`src/rtl/hazard_ctrl_if.sv`:
```
// Data-memory request/ready handshake between the hazard controller
// (master, drives the request) and the data memory (slave, answers ready).
interface hazard_ctrl_if;
   logic dmem_req;
   logic dmem_ready;

   modport master (output dmem_req, input dmem_ready);
   modport slave  (input dmem_req, output dmem_ready);
endinterface

```
`src/rtl/hazard_ctrl.sv`:
```
// Central hazard/stall controller for the 5-stage RISC-V pipeline:
// forwarding selects, per-stage stall/flush enables, a data-memory
// request/ready FSM that freezes the pipeline while an access is
// outstanding, and saturating event counters for performance debug.
module hazard_ctrl #(
   parameter int TIMEOUT = 64,
   parameter int CNT_W   = 16
) (
   input  logic             clk,
   input  logic             reset_n,
   input  logic [4:0]       Rs1D,
   input  logic [4:0]       Rs2D,
   input  logic [4:0]       Rs1E,
   input  logic [4:0]       Rs2E,
   input  logic [4:0]       RdE,
   input  logic [1:0]       ResultSrcE,
   input  logic             PCSrcE,
   input  logic [4:0]       RdM,
   input  logic             RegWriteM,
   input  logic             MemAccessM,
   input  logic [4:0]       RdW,
   input  logic             RegWriteW,
   hazard_ctrl_if.master    dmem,
   output logic [1:0]       ForwardAE,
   output logic [1:0]       ForwardBE,
   output logic             StallF,
   output logic             StallD,
   output logic             StallE,
   output logic             StallM,
   output logic             FlushD,
   output logic             FlushE,
   output logic             FlushW,
   output logic             mem_timeout,
   output logic [CNT_W-1:0] lw_stall_cnt,
   output logic [CNT_W-1:0] br_flush_cnt,
   output logic [CNT_W-1:0] mem_stall_cnt
);

   // Wait counter only needs to reach TIMEOUT; it parks there.
   localparam int WC_W = $clog2(TIMEOUT + 1);
   localparam logic [WC_W-1:0] WC_MAX = WC_W'(TIMEOUT);
   localparam logic [WC_W-1:0] WC_LAST = WC_W'(TIMEOUT - 1);

   // Counter slots: 0 = load-use stalls, 1 = branch flushes, 2 = memory stalls
   localparam int N_CNT = 3;

   typedef enum logic {
      S_IDLE,
      S_WAIT
   } state_t;

   state_t                       state_q, state_d;
   logic [WC_W-1:0]              wait_cnt_q, wait_cnt_d;
   logic                         mem_timeout_q, mem_timeout_d;
   logic [N_CNT-1:0][CNT_W-1:0]  cnt_q, cnt_d;
   logic [N_CNT-1:0]             cnt_inc;

   logic                         mem_stall;
   logic                         dmem_req_c;
   logic                         lw_hz;

   // Forwarding selects: the younger Memory-stage result beats Writeback.
   always_comb begin
      ForwardAE = 2'b00;
      ForwardBE = 2'b00;
      if (RegWriteM && (RdM != 5'd0) && (RdM == Rs1E))
         ForwardAE = 2'b10;
      else if (RegWriteW && (RdW != 5'd0) && (RdW == Rs1E))
         ForwardAE = 2'b01;
      if (RegWriteM && (RdM != 5'd0) && (RdM == Rs2E))
         ForwardBE = 2'b10;
      else if (RegWriteW && (RdW != 5'd0) && (RdW == Rs2E))
         ForwardBE = 2'b01;
   end

   // Load in Execute whose destination is read by the instruction in Decode.
   always_comb begin
      lw_hz = (ResultSrcE == 2'b01) && (RdE != 5'd0) &&
              ((RdE == Rs1D) || (RdE == Rs2D));
   end

   // Memory handshake FSM: next state, wait counter and sticky timeout.
   always_comb begin
      state_d       = state_q;
      wait_cnt_d    = wait_cnt_q;
      mem_timeout_d = mem_timeout_q;
      dmem_req_c    = 1'b0;
      mem_stall     = 1'b0;
      case (state_q)
         S_IDLE: begin
            dmem_req_c = MemAccessM;
            if (MemAccessM && !dmem.dmem_ready) begin
               mem_stall  = 1'b1;
               state_d    = S_WAIT;
               wait_cnt_d = '0;
            end
         end
         S_WAIT: begin
            dmem_req_c = 1'b1;
            if (dmem.dmem_ready) begin
               // Access completes; the pipeline advances this same cycle.
               state_d = S_IDLE;
            end else begin
               mem_stall = 1'b1;
               if (wait_cnt_q != WC_MAX)
                  wait_cnt_d = wait_cnt_q + 1'b1;
               // This un-ready cycle is the TIMEOUT-th one spent in WAIT.
               if (wait_cnt_q >= WC_LAST)
                  mem_timeout_d = 1'b1;
            end
         end
         default: state_d = S_IDLE;
      endcase
   end

   // Event counters: each counts the cycles in which its output rule wins.
   always_comb begin
      cnt_inc[0] = lw_hz && !PCSrcE && !mem_stall;
      cnt_inc[1] = PCSrcE && !mem_stall;
      cnt_inc[2] = mem_stall;
      for (int i = 0; i < N_CNT; i++) begin
         cnt_d[i] = cnt_q[i];
         if (cnt_inc[i] && (cnt_q[i] != {CNT_W{1'b1}}))
            cnt_d[i] = cnt_q[i] + 1'b1;
      end
   end

   // Prioritised stall/flush enables; everything is quiet while in reset.
   always_comb begin
      StallF          = 1'b0;
      StallD          = 1'b0;
      StallE          = 1'b0;
      StallM          = 1'b0;
      FlushD          = 1'b0;
      FlushE          = 1'b0;
      FlushW          = 1'b0;
      dmem.dmem_req   = 1'b0;
      if (reset_n) begin
         dmem.dmem_req = dmem_req_c;
         if (mem_stall) begin
            // Freeze everything; branch and load-use are re-evaluated on release.
            StallF = 1'b1;
            StallD = 1'b1;
            StallE = 1'b1;
            StallM = 1'b1;
            FlushW = 1'b1;
         end else if (PCSrcE) begin
            FlushD = 1'b1;
            FlushE = 1'b1;
         end else if (lw_hz) begin
            StallF = 1'b1;
            StallD = 1'b1;
            FlushE = 1'b1;
         end
      end
   end

   // State, wait counter, timeout flag and event counters.
   always_ff @(posedge clk or negedge reset_n) begin
      if (!reset_n) begin
         state_q       <= S_IDLE;
         wait_cnt_q    <= '0;
         mem_timeout_q <= 1'b0;
         cnt_q         <= '0;
      end else begin
         state_q       <= state_d;
         wait_cnt_q    <= wait_cnt_d;
         mem_timeout_q <= mem_timeout_d;
         cnt_q         <= cnt_d;
      end
   end

   assign mem_timeout   = mem_timeout_q;
   assign lw_stall_cnt  = cnt_q[0];
   assign br_flush_cnt  = cnt_q[1];
   assign mem_stall_cnt = cnt_q[2];

endmodule

```
`src/flat_wrapper.sv`:
```
// flat-port wrapper written by rule: the top's interface ports become plain ports
module hazard_ctrl_flat 
#(
   parameter int TIMEOUT = 64,
   parameter int CNT_W   = 16
)
  (clk, reset_n, Rs1D, Rs2D, Rs1E, Rs2E, RdE, ResultSrcE, PCSrcE, RdM, RegWriteM, MemAccessM, RdW, RegWriteW, ForwardAE, ForwardBE, StallF, StallD, StallE, StallM, FlushD, FlushE, FlushW, mem_timeout, lw_stall_cnt, br_flush_cnt, mem_stall_cnt, dmem_dmem_req, dmem_dmem_ready);
  hazard_ctrl_if dmem_i ();
  input  logic clk;
  input  logic reset_n;
  input  logic [4:0] Rs1D;
  input  logic [4:0] Rs2D;
  input  logic [4:0] Rs1E;
  input  logic [4:0] Rs2E;
  input  logic [4:0] RdE;
  input  logic [1:0] ResultSrcE;
  input  logic PCSrcE;
  input  logic [4:0] RdM;
  input  logic RegWriteM;
  input  logic MemAccessM;
  input  logic [4:0] RdW;
  input  logic RegWriteW;
  output logic [1:0] ForwardAE;
  output logic [1:0] ForwardBE;
  output logic StallF;
  output logic StallD;
  output logic StallE;
  output logic StallM;
  output logic FlushD;
  output logic FlushE;
  output logic FlushW;
  output logic mem_timeout;
  output logic [CNT_W-1:0] lw_stall_cnt;
  output logic [CNT_W-1:0] br_flush_cnt;
  output logic [CNT_W-1:0] mem_stall_cnt;
  output wire logic [$bits(dmem_i.dmem_req)-1:0] dmem_dmem_req;
  input wire logic [$bits(dmem_i.dmem_ready)-1:0] dmem_dmem_ready;
  assign dmem_dmem_req = dmem_i.dmem_req;
  assign dmem_i.dmem_ready = dmem_dmem_ready;
  hazard_ctrl #(.TIMEOUT(TIMEOUT), .CNT_W(CNT_W)) u_core (.clk(clk), .reset_n(reset_n), .Rs1D(Rs1D), .Rs2D(Rs2D), .Rs1E(Rs1E), .Rs2E(Rs2E), .RdE(RdE), .ResultSrcE(ResultSrcE), .PCSrcE(PCSrcE), .RdM(RdM), .RegWriteM(RegWriteM), .MemAccessM(MemAccessM), .RdW(RdW), .RegWriteW(RegWriteW), .dmem(dmem_i), .ForwardAE(ForwardAE), .ForwardBE(ForwardBE), .StallF(StallF), .StallD(StallD), .StallE(StallE), .StallM(StallM), .FlushD(FlushD), .FlushE(FlushE), .FlushW(FlushW), .mem_timeout(mem_timeout), .lw_stall_cnt(lw_stall_cnt), .br_flush_cnt(br_flush_cnt), .mem_stall_cnt(mem_stall_cnt));
endmodule
```
`config.mk`:
```
export PLATFORM = sky130hd
export DESIGN_NAME = hazard_ctrl_flat
export DESIGN_NICKNAME = d
export VERILOG_FILES = /design/src/rtl/hazard_ctrl_if.sv /design/src/rtl/hazard_ctrl.sv /design/src/flat_wrapper.sv
export SDC_FILE = /design/constraint.sdc
export NUM_CORES = 1
export LEC_CHECK = 0
export CORE_MARGIN = 2
export CORE_UTILIZATION = 51
export DETAILED_ROUTE_END_ITERATION = 16
export GPL_TIMING_DRIVEN = 0
export PLACE_DENSITY = 0.95
export SETUP_SLACK_MARGIN = 0.02
export SLEW_MARGIN = 25
export SYNTH_ARGS = -nofsm -noshare
export SYNTH_HDL_FRONTEND = slang
export SYNTH_SLANG_ARGS = --single-unit
```
`constraint.sdc`:
```
create_clock -name clk -period 5.6 [get_ports clk]
set_input_delay 0.56 -clock clk [delete_from_list [all_inputs] [get_ports clk]]
set_output_delay 0.56 -clock clk [all_outputs]
set_load 0.03 [all_outputs]
```
Yosys cells after proc, flatten, opt, wreduce, memory -nomap -nowiden
Cells that the tools add are included.
Storage, ports and cells
  output and inout bits: 61
  flip-flop bits (word level): 57
  bits of input ports: 44
Cells by class
  reduce and logical (&&, ||, !) cells: 24
  $add $sub $neg: 4
  magnitude comparators: 1
  multiplexer cells: 25
  bitwise gates (word level): 2
  eq/ne operators: 14
Operators by type and width (count)
  $add 16x1->16 const B: 3
  $ne 16x16->1 const B: 3
  $eq 5x5->1: 6
  $mux 7: 3
  $mux 1: 17
  $logic_and 1x1->1: 15
  $reduce_bool 5->1: 3
  $pmux 7 s2: 1
  $add 7x1->7 const B: 1
  $ge 7x6->1 const B: 1
  $ne 7x7->1 const B: 1
  $reduce_and 3->1: 2
  $mux 2: 2
  $ne 2x2->1 const B: 2
  $pmux 1 s2: 2
  $logic_not 1->1: 3
  $eq 2x1->1 const B: 1
  $ne 2x1->1 const B: 1
  $not 1->1: 2
  $logic_or 1x1->1: 1

Depth between registers and ports, before layout
Gate-level depths: netlist of run 1.
  word-level depth: 7
  depth in mapped cells: 8

Least setup slack after synthesis of run 1
OpenSTA, ideal clock, no wires.
  kind: input to output
  from: in RdM[1]
  to: out ForwardAE[0]
  buffers on the path: 0
  path slack: 2.543 ns
  arrival: 2.497 ns
  stages: 4
  cell sequence: or4_1 > o21ai_0 > nor4_1 > nor4_1
Between the ends
  longest elaborated chain between the ends: 4
  elaborated cells on any way between the ends: 5
  classes of those cells: eq/ne: 1; mux: 1; reduce/logical: 3
Ends and longest elaborated chain
  start: declaration: line flat_wrapper.sv:18  | input logic [4:0] RdM;
  $reduce_bool 5->1: line hazard_ctrl.sv:66  | if (RegWriteM && (RdM != 5'd0) && (RdM == Rs1E))
  $logic_and 1x1->1: line hazard_ctrl.sv:66
  $logic_and 1x1->1 *: line hazard_ctrl.sv:66
  $mux 2 *: line hazard_ctrl.sv:66
  end: declaration: line flat_wrapper.sv:23  | output logic [1:0] ForwardAE;
Every way passes the cells marked *; elsewhere a longest branch is shown, timed or not.

Worst setup path in the final report of run 1
  from: in RdE[4]
  to: out StallF
Between the ends
  longest elaborated chain between the ends: 7
  elaborated cells on any way between the ends: 10
  classes of those cells: eq/ne: 2; mux: 4; reduce/logical: 4
Ends and longest elaborated chain
  start: declaration: line flat_wrapper.sv:15  | input logic [4:0] RdE;
  $eq 5x5->1 or $reduce_bool 5->1 (tied branches): line hazard_ctrl.sv:79, hazard_ctrl.sv:78
  $logic_or 1x1->1 or $logic_and 1x1->1 (tied branches): line hazard_ctrl.sv:79, hazard_ctrl.sv:78
  $logic_and 1x1->1 *: line hazard_ctrl.sv:78  | lw_hz = (ResultSrcE == 2'b01) && (RdE != 5'd0) &&
  $mux 1 *: line hazard_ctrl.sv:150  | end else if (lw_hz) begin
  $mux 1 *: line hazard_ctrl.sv:147  | end else if (PCSrcE) begin
  $mux 1 *: line hazard_ctrl.sv:140  | if (mem_stall) begin
  $mux 1 *: line hazard_ctrl.sv:138  | if (reset_n) begin
  end: declaration: line flat_wrapper.sv:25  | output logic StallF;
Marked as above.

==> results of run 1 <==
==> flip-flops by register name (all words and copies together), names as in the netlist <==
signal                cells
u_core.mem_timeout        1
u_core.mem_stall_cnt     16
u_core.wait_cnt_q         7
u_core.br_flush_cnt      16
u_core.state_q            1
u_core.lw_stall_cnt      16
==> worst min path at each step <==
stage                               to          startpoint  slack, ns
2_1_floorplan   u_core.br_flush_cnt[0]             reset_n       0.26
4_1_cts        u_core.br_flush_cnt[12]             reset_n       0.13
5_1_grt        u_core.br_flush_cnt[12]             reset_n       0.14
6_report       u_core.br_flush_cnt[12]             reset_n       0.13
3_3_place_gp        u_core.mem_timeout  u_core.mem_timeout       0.45
3_5_place_dp        u_core.mem_timeout  u_core.mem_timeout       0.47
==> synth_stat cells, drive strengths merged <==
| master | n |
|---|---|
| a41oi | 1 |
| ha | 5 |
| nand3 | 27 |
| nor4b | 2 |
| o21bai | 1 |
| o21a | 3 |
| a311o | 1 |
| and3 | 12 |
| o211a | 1 |
| nor4 | 15 |
| or4 | 5 |
| a41o | 1 |
| xnor2 | 25 |
| nor3 | 13 |
| a22oi | 2 |
| nand4b | 2 |
| a31oi | 2 |
| o22ai | 2 |
| buf | 7 |
| mux2 | 4 |
| o21ai | 8 |
| mux2i | 2 |
| clkbuf | 1 |
| and2 | 3 |
| o31ai | 2 |
| nand2b | 1 |
| inv | 8 |
| dfrtp | 57 |
| nor2b | 1 |
| nor2 | 24 |
| o311ai | 1 |
| or3 | 1 |
| a21oi | 7 |
| nand4 | 8 |
| and4 | 5 |
| nand2 | 25 |
| xor2 | 46 |
==> worst max-delay path, stage by stage <==
cell             delay, ns
clkdlybuf4s50_1       0.54
xor2_1                0.23
nor3_1                0.10
a22oi_2               0.44
buf_6                 0.22
nor3_1                0.06
o21a_1                0.21
buf_4                 0.13
clkdlybuf4s50_1       0.58
==> metrics by stage <==
stage / setup slack [ns] / cell area [um^2] / hold slack, ns / util [%]
after global placement: 0.942 / 4430 / 0.452 / 70.2
after global routing: 1.86 / 4640 / 0.140 / 73.6
final: 1.96 / 4640 / 0.130 / 73.6
after floorplan: 2.54 / 3320 / 0.264 / -
after detailed placement: 1.97 / 4450 / 0.473 / 70.5
after CTS: 1.97 / 4640 / 0.126 / 73.6
==> power by group through the flow <==
| stage | clock network, W | registers [W] | logic, W |
|---|---|---|---|
| floorplan | 0 | 0.000637 | 0.000143 |
| global placement | 0 | 0.000554 | 0.000404 |
| detailed placement | 0 | 0.000560 | 0.000416 |
| CTS | 0.000375 | 0.000554 | 0.000419 |
| global route | 0.000395 | 0.000568 | 0.000446 |
| finish | 0.000366 | 0.000556 | 0.000417 |
==> logic make-up (layout without fill, tap and decap cells) <==
kind of cell	count (synthesis)	in the layout	synth area share, %
and+or+nand+nor	144	144	24.4
xor gates and xnor gates	71	71	18.7
DFF	57	57	43.0
AOI/OAI and AO/OA	32	32	7.09
buffers and inverters	16	135	2.75
muxes	6	6	2.07
adders and majority gates	5	5	1.89
==> area by class of cell <==
class                      instances  area (um^2)
multi-input combinational        258         1800
fill                             449         1670
sequential                        57         1430
timing repair buffer             103         1040
clock buffer                      14          183
tap                               77         96.3
buffer                             8         61.3
inverter                           8         30.0
clock inverter                     2         10.0
==> layer usage <==
layer	share of wire [%]	routed length [um]	global-route usage, %
met5	0	0	0
met4	2.0	163	9.81
met3	3.9	324	4.33
met2	51	4170	39.3
met1	44	3600	31.7
==> impl_metrics.py, run 1 <==
metrics = {
    "finish": {
        "antenna_cells_inserted": 0,
        "layoutNonFillerInstCount": 527,
        "syn_to_final_growth_pct": 40.0,
        "layout_commonest_cell": "clkdlybuf4s50_1",
        "layout.nets": 494,
        "drive_above_1_share_pct": 9.33,
        "final_cell_mix": "101 x clkdlybuf4s50_1, 57 x dfrtp_1, 46 x xor2_1",
    },
    "pwr": {
        "sequentialPowerShare_pct": 41.5,
        "switchingPower_w": 0.000467,
        "static-leakage-power_nw": 2.01,
        "finalPower_w": 0.00134,
        "combinational_share_of_power_pct": 31.1,
        "powerDensity_nw_per_um2": 288,
        "switching_share_pct": 34.9,
        "cell_internal_power_w": 0.000871,
        "power.clock.fraction_pct": 27.3,
        "worst_ir_drop_vdd_uv": 344,
    },
    "synth": {
        "postSynthRegisterBits": 57,
        "postSynthNetCount": 380,
        "synthDistinctLibCells": 48,
        "syn-cell-area_um2": 3320,
        "synthTopCellsByArea": "dfrtp_1 43%, xor2_1 12%, xnor2_1 6.6%",
        "yosysSeqAreaShare_pct": 43.0,
        "post_synth.cell_area_avg_um2": 10.0,
        "synthCells": 331,
        "synth_area_leader_cell": "dfrtp_1",
        "post-synth-top-area-fraction_pct": 43.0,
        "ys_warn_count": 0,
    },
    "worst_setup_path": {
        "setup.reg_to_reg.worst_slack_ns": 3.57,
        "startpoint_type": "input port",
        "crit_type": "in2out",
        "crit_fanout": 10,
        "timing.rr.end": "u_core.lw_stall_cnt[1]",
        "cp_data_required_time_ns": 5.04,
        "endpoint_kind": "primary output",
        "crit_start": "RdE[4]",
        "worstPathArrival_ns": 3.08,
        "ff2ff_path_depth": 6,
        "setup.worst_path.end": "StallF",
        "worst_r2r_startpoint": "u_core.lw_stall_cnt[0]",
    },
    "placed_design": {
        "dp_hpwl_mm": 6.21,
        "place.gp.congestion": 0.877,
        "port_buffers": 102,
        "dpl.cell_count": 511,
    },
    "clocking": {
        "path_clk_slew_ns": 0.06,
        "clock_sinks": 57,
        "cts_inserted_buffers": 9,
        "clockBufferDepth": 2,
        "post-cts-setup-buffers": 0,
        "tritoncts": "yes",
        "h_tree_depth": 3,
        "postCtsResizedCells": 0,
        "clk_root_buffer_cell": "clkbuf_8",
        "hold_buffers": 0,
        "worst_skew_pair.late_latency_ns": 0.33,
    },
    "die": {
        "fp-row-count": 29,
        "initial_util_pct": 52.5,
        "fp.coreArea_um2": 6310,
        "io_pins": 105,
        "die_boundary_width_um": 84.6,
        "dieHeight_um": 84.6,
        "die_area_um2": 7160,
    },
    "run_status": {
        "status": "completed",
    },
    "run": {
        "timing.max_cap.violations": 0,
    },
    "worst_hold_path": {
        "min_path_type": "in2async",
    },
    "timing": {
        "clock.fmax_mhz": 275,
        "fin_skew_ns": 0.00567,
        "timing_max_transition_violations_final": 0,
        "tightestPinTransition_ns": 0.528,
        "total_of_endpoints_with_negative_setup_slack_in_the_final_report": 0,
        "grt_setup_unrepaired": "false",
        "share_of_the_cycle_needed_by_the_critical_path_after_routing_pct": 65.0,
        "fin_hold_viols": 0,
        "timing.slew.headroom_pct": 64.8,
        "totalNegativeSetupSlack_ns": 0,
        "post-route-min-period_ns": 3.64,
    },
    "route": {
        "remaining_drc_errors": 0,
        "wl_mm": 8.26,
        "dr_total_vias": 2963,
        "antenna_left": 0,
        "pre_antenna_drt_iters": 4,
        "drt_iter0_markers": 149,
        "avgRoutedWirePerCell_um": 15.7,
        "vias_per_cell": 5.62,
    },
    "global_route": {
        "grt_max_degree": 36,
        "grt_first_pass_wirelength_mm": 13.8,
        "grt_pass1_vias": 2920,
        "initial_antenna_violation_count": 0,
        "grt_overflow": 0,
        "gr_util_all_layers_pct": 24.0,
    },
}
Note: power is estimated with default switching activity, not from simulation.
==> run 2: changes to the inputs <==
Settings changed: CORE_UTILIZATION 51 to 42, PLACE_DENSITY 0.95 to 0.85.
Clock period 5.6 ns to 3.1 ns, I/O delays scaled along.
==> run 2 against run 1 <==
Via count down 1.6%. Critical path depth decreased by 2. Sequential share of layout area shrank 0.21 points. Critical endpoint unchanged. Sequential power grew 78%. Die area up 20%. Final cell count increased by 5.1%. Clock power up 63%. Combinational power increased by 80%. Core utilization is 13 points lower. First-iteration DRC count down 47%.
==> impl_metrics.py, run 2 (synthesized netlist as in run 1, its figures left out) <==
metrics = {
    "route": {
        "wl_mm": 7.82,
        "remaining_drc_errors": 0,
        "antenna_left": 0,
        "avgRoutedWirePerCell_um": 14.1,
        "pre_antenna_drt_iters": 4,
        "drt_iter0_markers": 79,
        "vias_per_cell": 5.26,
        "dr_total_vias": 2916,
    },
    "run": {
        "timing.max_cap.violations": 0,
    },
    "timing": {
        "total_of_endpoints_with_negative_setup_slack_in_the_final_report": 0,
        "timing_max_transition_violations_final": 0,
        "tightestPinTransition_ns": 0.531,
        "clock.fmax_mhz": 338,
        "share_of_the_cycle_needed_by_the_critical_path_after_routing_pct": 95.3,
        "post-route-min-period_ns": 2.95,
        "fin_hold_viols": 0,
        "timing.slew.headroom_pct": 64.6,
        "fin_skew_ns": 0.0123,
        "grt_setup_unrepaired": "false",
        "timing.final.ws_setup_ns": 0.146,
        "hold-worst-slack_ns": 0.242,
    },
    "finish": {
        "final_cell_mix": "99 x clkdlybuf4s50_1, 57 x dfrtp_1, 46 x xor2_1",
        "drive_above_1_share_pct": 9.73,
        "footprint_of_the_flip_flops_and_latches_um2": 1430,
        "layout_commonest_cell": "clkdlybuf4s50_1",
        "antenna_cells_inserted": 0,
        "multi_input_area_um2": 1800,
        "fin_util_pct": 60.8,
        "layout.filler_cells": 644,
        "syn_to_final_growth_pct": 41.0,
        "layout.nets": 496,
    },
    "worst_setup_path": {
        "crit_chain": "clkdlybuf4s50_1 > or4_4 > o21ai_2 > nor3_1 > o21a_1 > buf_4 > clkdlybuf4s50_1",
        "setup.reg_to_reg.worst_slack_ns": 1.11,
        "worst-path-buf-inv": 3,
        "crit_type": "in2out",
        "cp_data_required_time_ns": 2.79,
        "worst_r2r_startpoint": "u_core.lw_stall_cnt[0]",
        "timing.critical_path.slowest_cell_delay_ns": 0.58,
        "worst_path_most_repeated_cell": "clkdlybuf4s50_1",
        "endpoint_kind": "primary output",
        "startpoint_type": "input port",
        "slowest_stage": "clkdlybuf4s50_1",
        "worst_path_dominant_cell_family": "buffers and inverters",
        "timing.rr.end": "u_core.lw_stall_cnt[1]",
        "worstPathArrival_ns": 2.64,
        "crit_fanout": 6,
        "ff2ff_path_depth": 6,
    },
    "clocking": {
        "clk_root_buffer_cell": "clkbuf_8",
        "tritoncts": "yes",
        "clockBufferDepth": 2,
        "h_tree_depth": 3,
        "worst_skew_pair.late_latency_ns": 0.33,
        "path_clk_slew_ns": 0.07,
        "clock_sinks": 57,
        "cts_inserted_buffers": 9,
    },
    "worst_hold_path": {
        "min-delay-start": "dmem_dmem_ready",
        "hold-path-endpoint": "u_core.mem_timeout",
        "whs_path_depth": 2,
        "min_path_type": "in2reg",
    },
    "placed_design": {
        "place.gp.congestion": 0.859,
        "placement.setup.worst_slack_ns": 0.00776,
        "dp_hpwl_mm": 6.10,
        "port_buffers": 102,
    },
    "die": {
        "fp-row-count": 32,
        "io_pins": 105,
        "die_boundary_width_um": 92.9,
        "initial_util_pct": 43.1,
        "die_area_um2": 8620,
        "dieHeight_um": 92.9,
        "fp.coreArea_um2": 7690,
    },
    "global_route": {
        "grt_first_pass_wirelength_mm": 13.1,
        "gr_util_all_layers_pct": 19.1,
        "grt_max_degree": 35,
        "initial_antenna_violation_count": 0,
        "grt_overflow": 0,
        "grt_pass1_vias": 2823,
    },
    "pwr": {
        "finalPower_w": 0.00234,
        "worst_ir_drop_vdd_uv": 226,
        "static-leakage-power_nw": 2.04,
        "powerDensity_nw_per_um2": 500,
    },
    "run_status": {
        "status": "completed",
    },
}
==> run 2: cell count changes in the layout (fill, tap and decap cells not counted), moves of 2 or more <==
| cell | previous run | this run |
|---|---|---|
| clkbuf_8 | 13 | 9 |
| clkdlybuf4s50_1 | 101 | 99 |
| clkinvlp_4 | 0 | 3 |
| dlymetal6s2s_1 | 0 | 2 |
==> run 2: worst reg2reg max path: stages, from the launching register on <==
cell,delay (ns)
dfrtp_1,0.43
ha_1,0.19
nand3_1,0.18
or3_1,0.48
nor2_4,0.21
nor3_2,0.09
mux2_4,0.30
==> run 2: how the worst max path moves through the flow <==
| stage | start | to | slack (ns) | depth (start not counted) |
|---|---|---|---|---|
| finish | RdE[0] | StallF | 0.15 | 7 |
| global route | RdE[2] | StallF | 0.06 | 9 |
| CTS | RdM[1] | ForwardBE[0] | 0.07 | 6 |
| detailed placement | RdE[1] | StallF | 0.008 | 9 |
| global placement | reset_n | StallM | -1.09 | 4 |
| floorplan | RdM[1] | ForwardAE[0] | 0.54 | 4 |
==> run 2: where the power goes <==
group	internal (W)	leakage, nW	switching, W	total (W)
clock network	0.000287	0.0814	0.000308	0.000595
logic	0.000351	1.20	0.000401	0.000752
registers	0.000849	0.757	0.000142	0.000991
==> run 2: layout make-up <==
class                           instances  area share, %
Inverter                                8          0.642
Sequential cell                        57           30.5
Timing Repair Buffer                  105           22.7
Clock buffer                            9           2.65
Clock inverter                          7          0.990
Buffer                                  8           1.31
Tap cell                              102           2.73
Multi-Input combinational cell        258           38.5
==> run 2: per-stage QoR <==
stage | cells | instance area (um^2) | TNS (ns)
finish | 554 | 4680 | 0
global route | 554 | 4680 | 0
CTS | 554 | 4670 | 0
detailed placement | 536 | 4480 | 0
global placement | 535 | 4470 | -17.63
floorplan | 331 | 3320 | 0
==> run 2: layer usage <==
metal | track usage, % | up-vias | share of wire (%)
met4 | 7.60 | 0 | 1.4
li1 | - | 1412 | -
met5 | 0 | - | 0
met2 | 31.8 | 93 | 49
met1 | 23.8 | 1399 | 44
met3 | 4.56 | 12 | 5.4
==> run 2: timing repair <==
item                                   4_1_cts  5_1_grt
endpoints found under the hold margin       25        0
pin swaps                                    1        0
setup buffers                                1        0
setup endpoints to repair                    1        2
resized for setup                            0        2
hold buffers                                 1        0
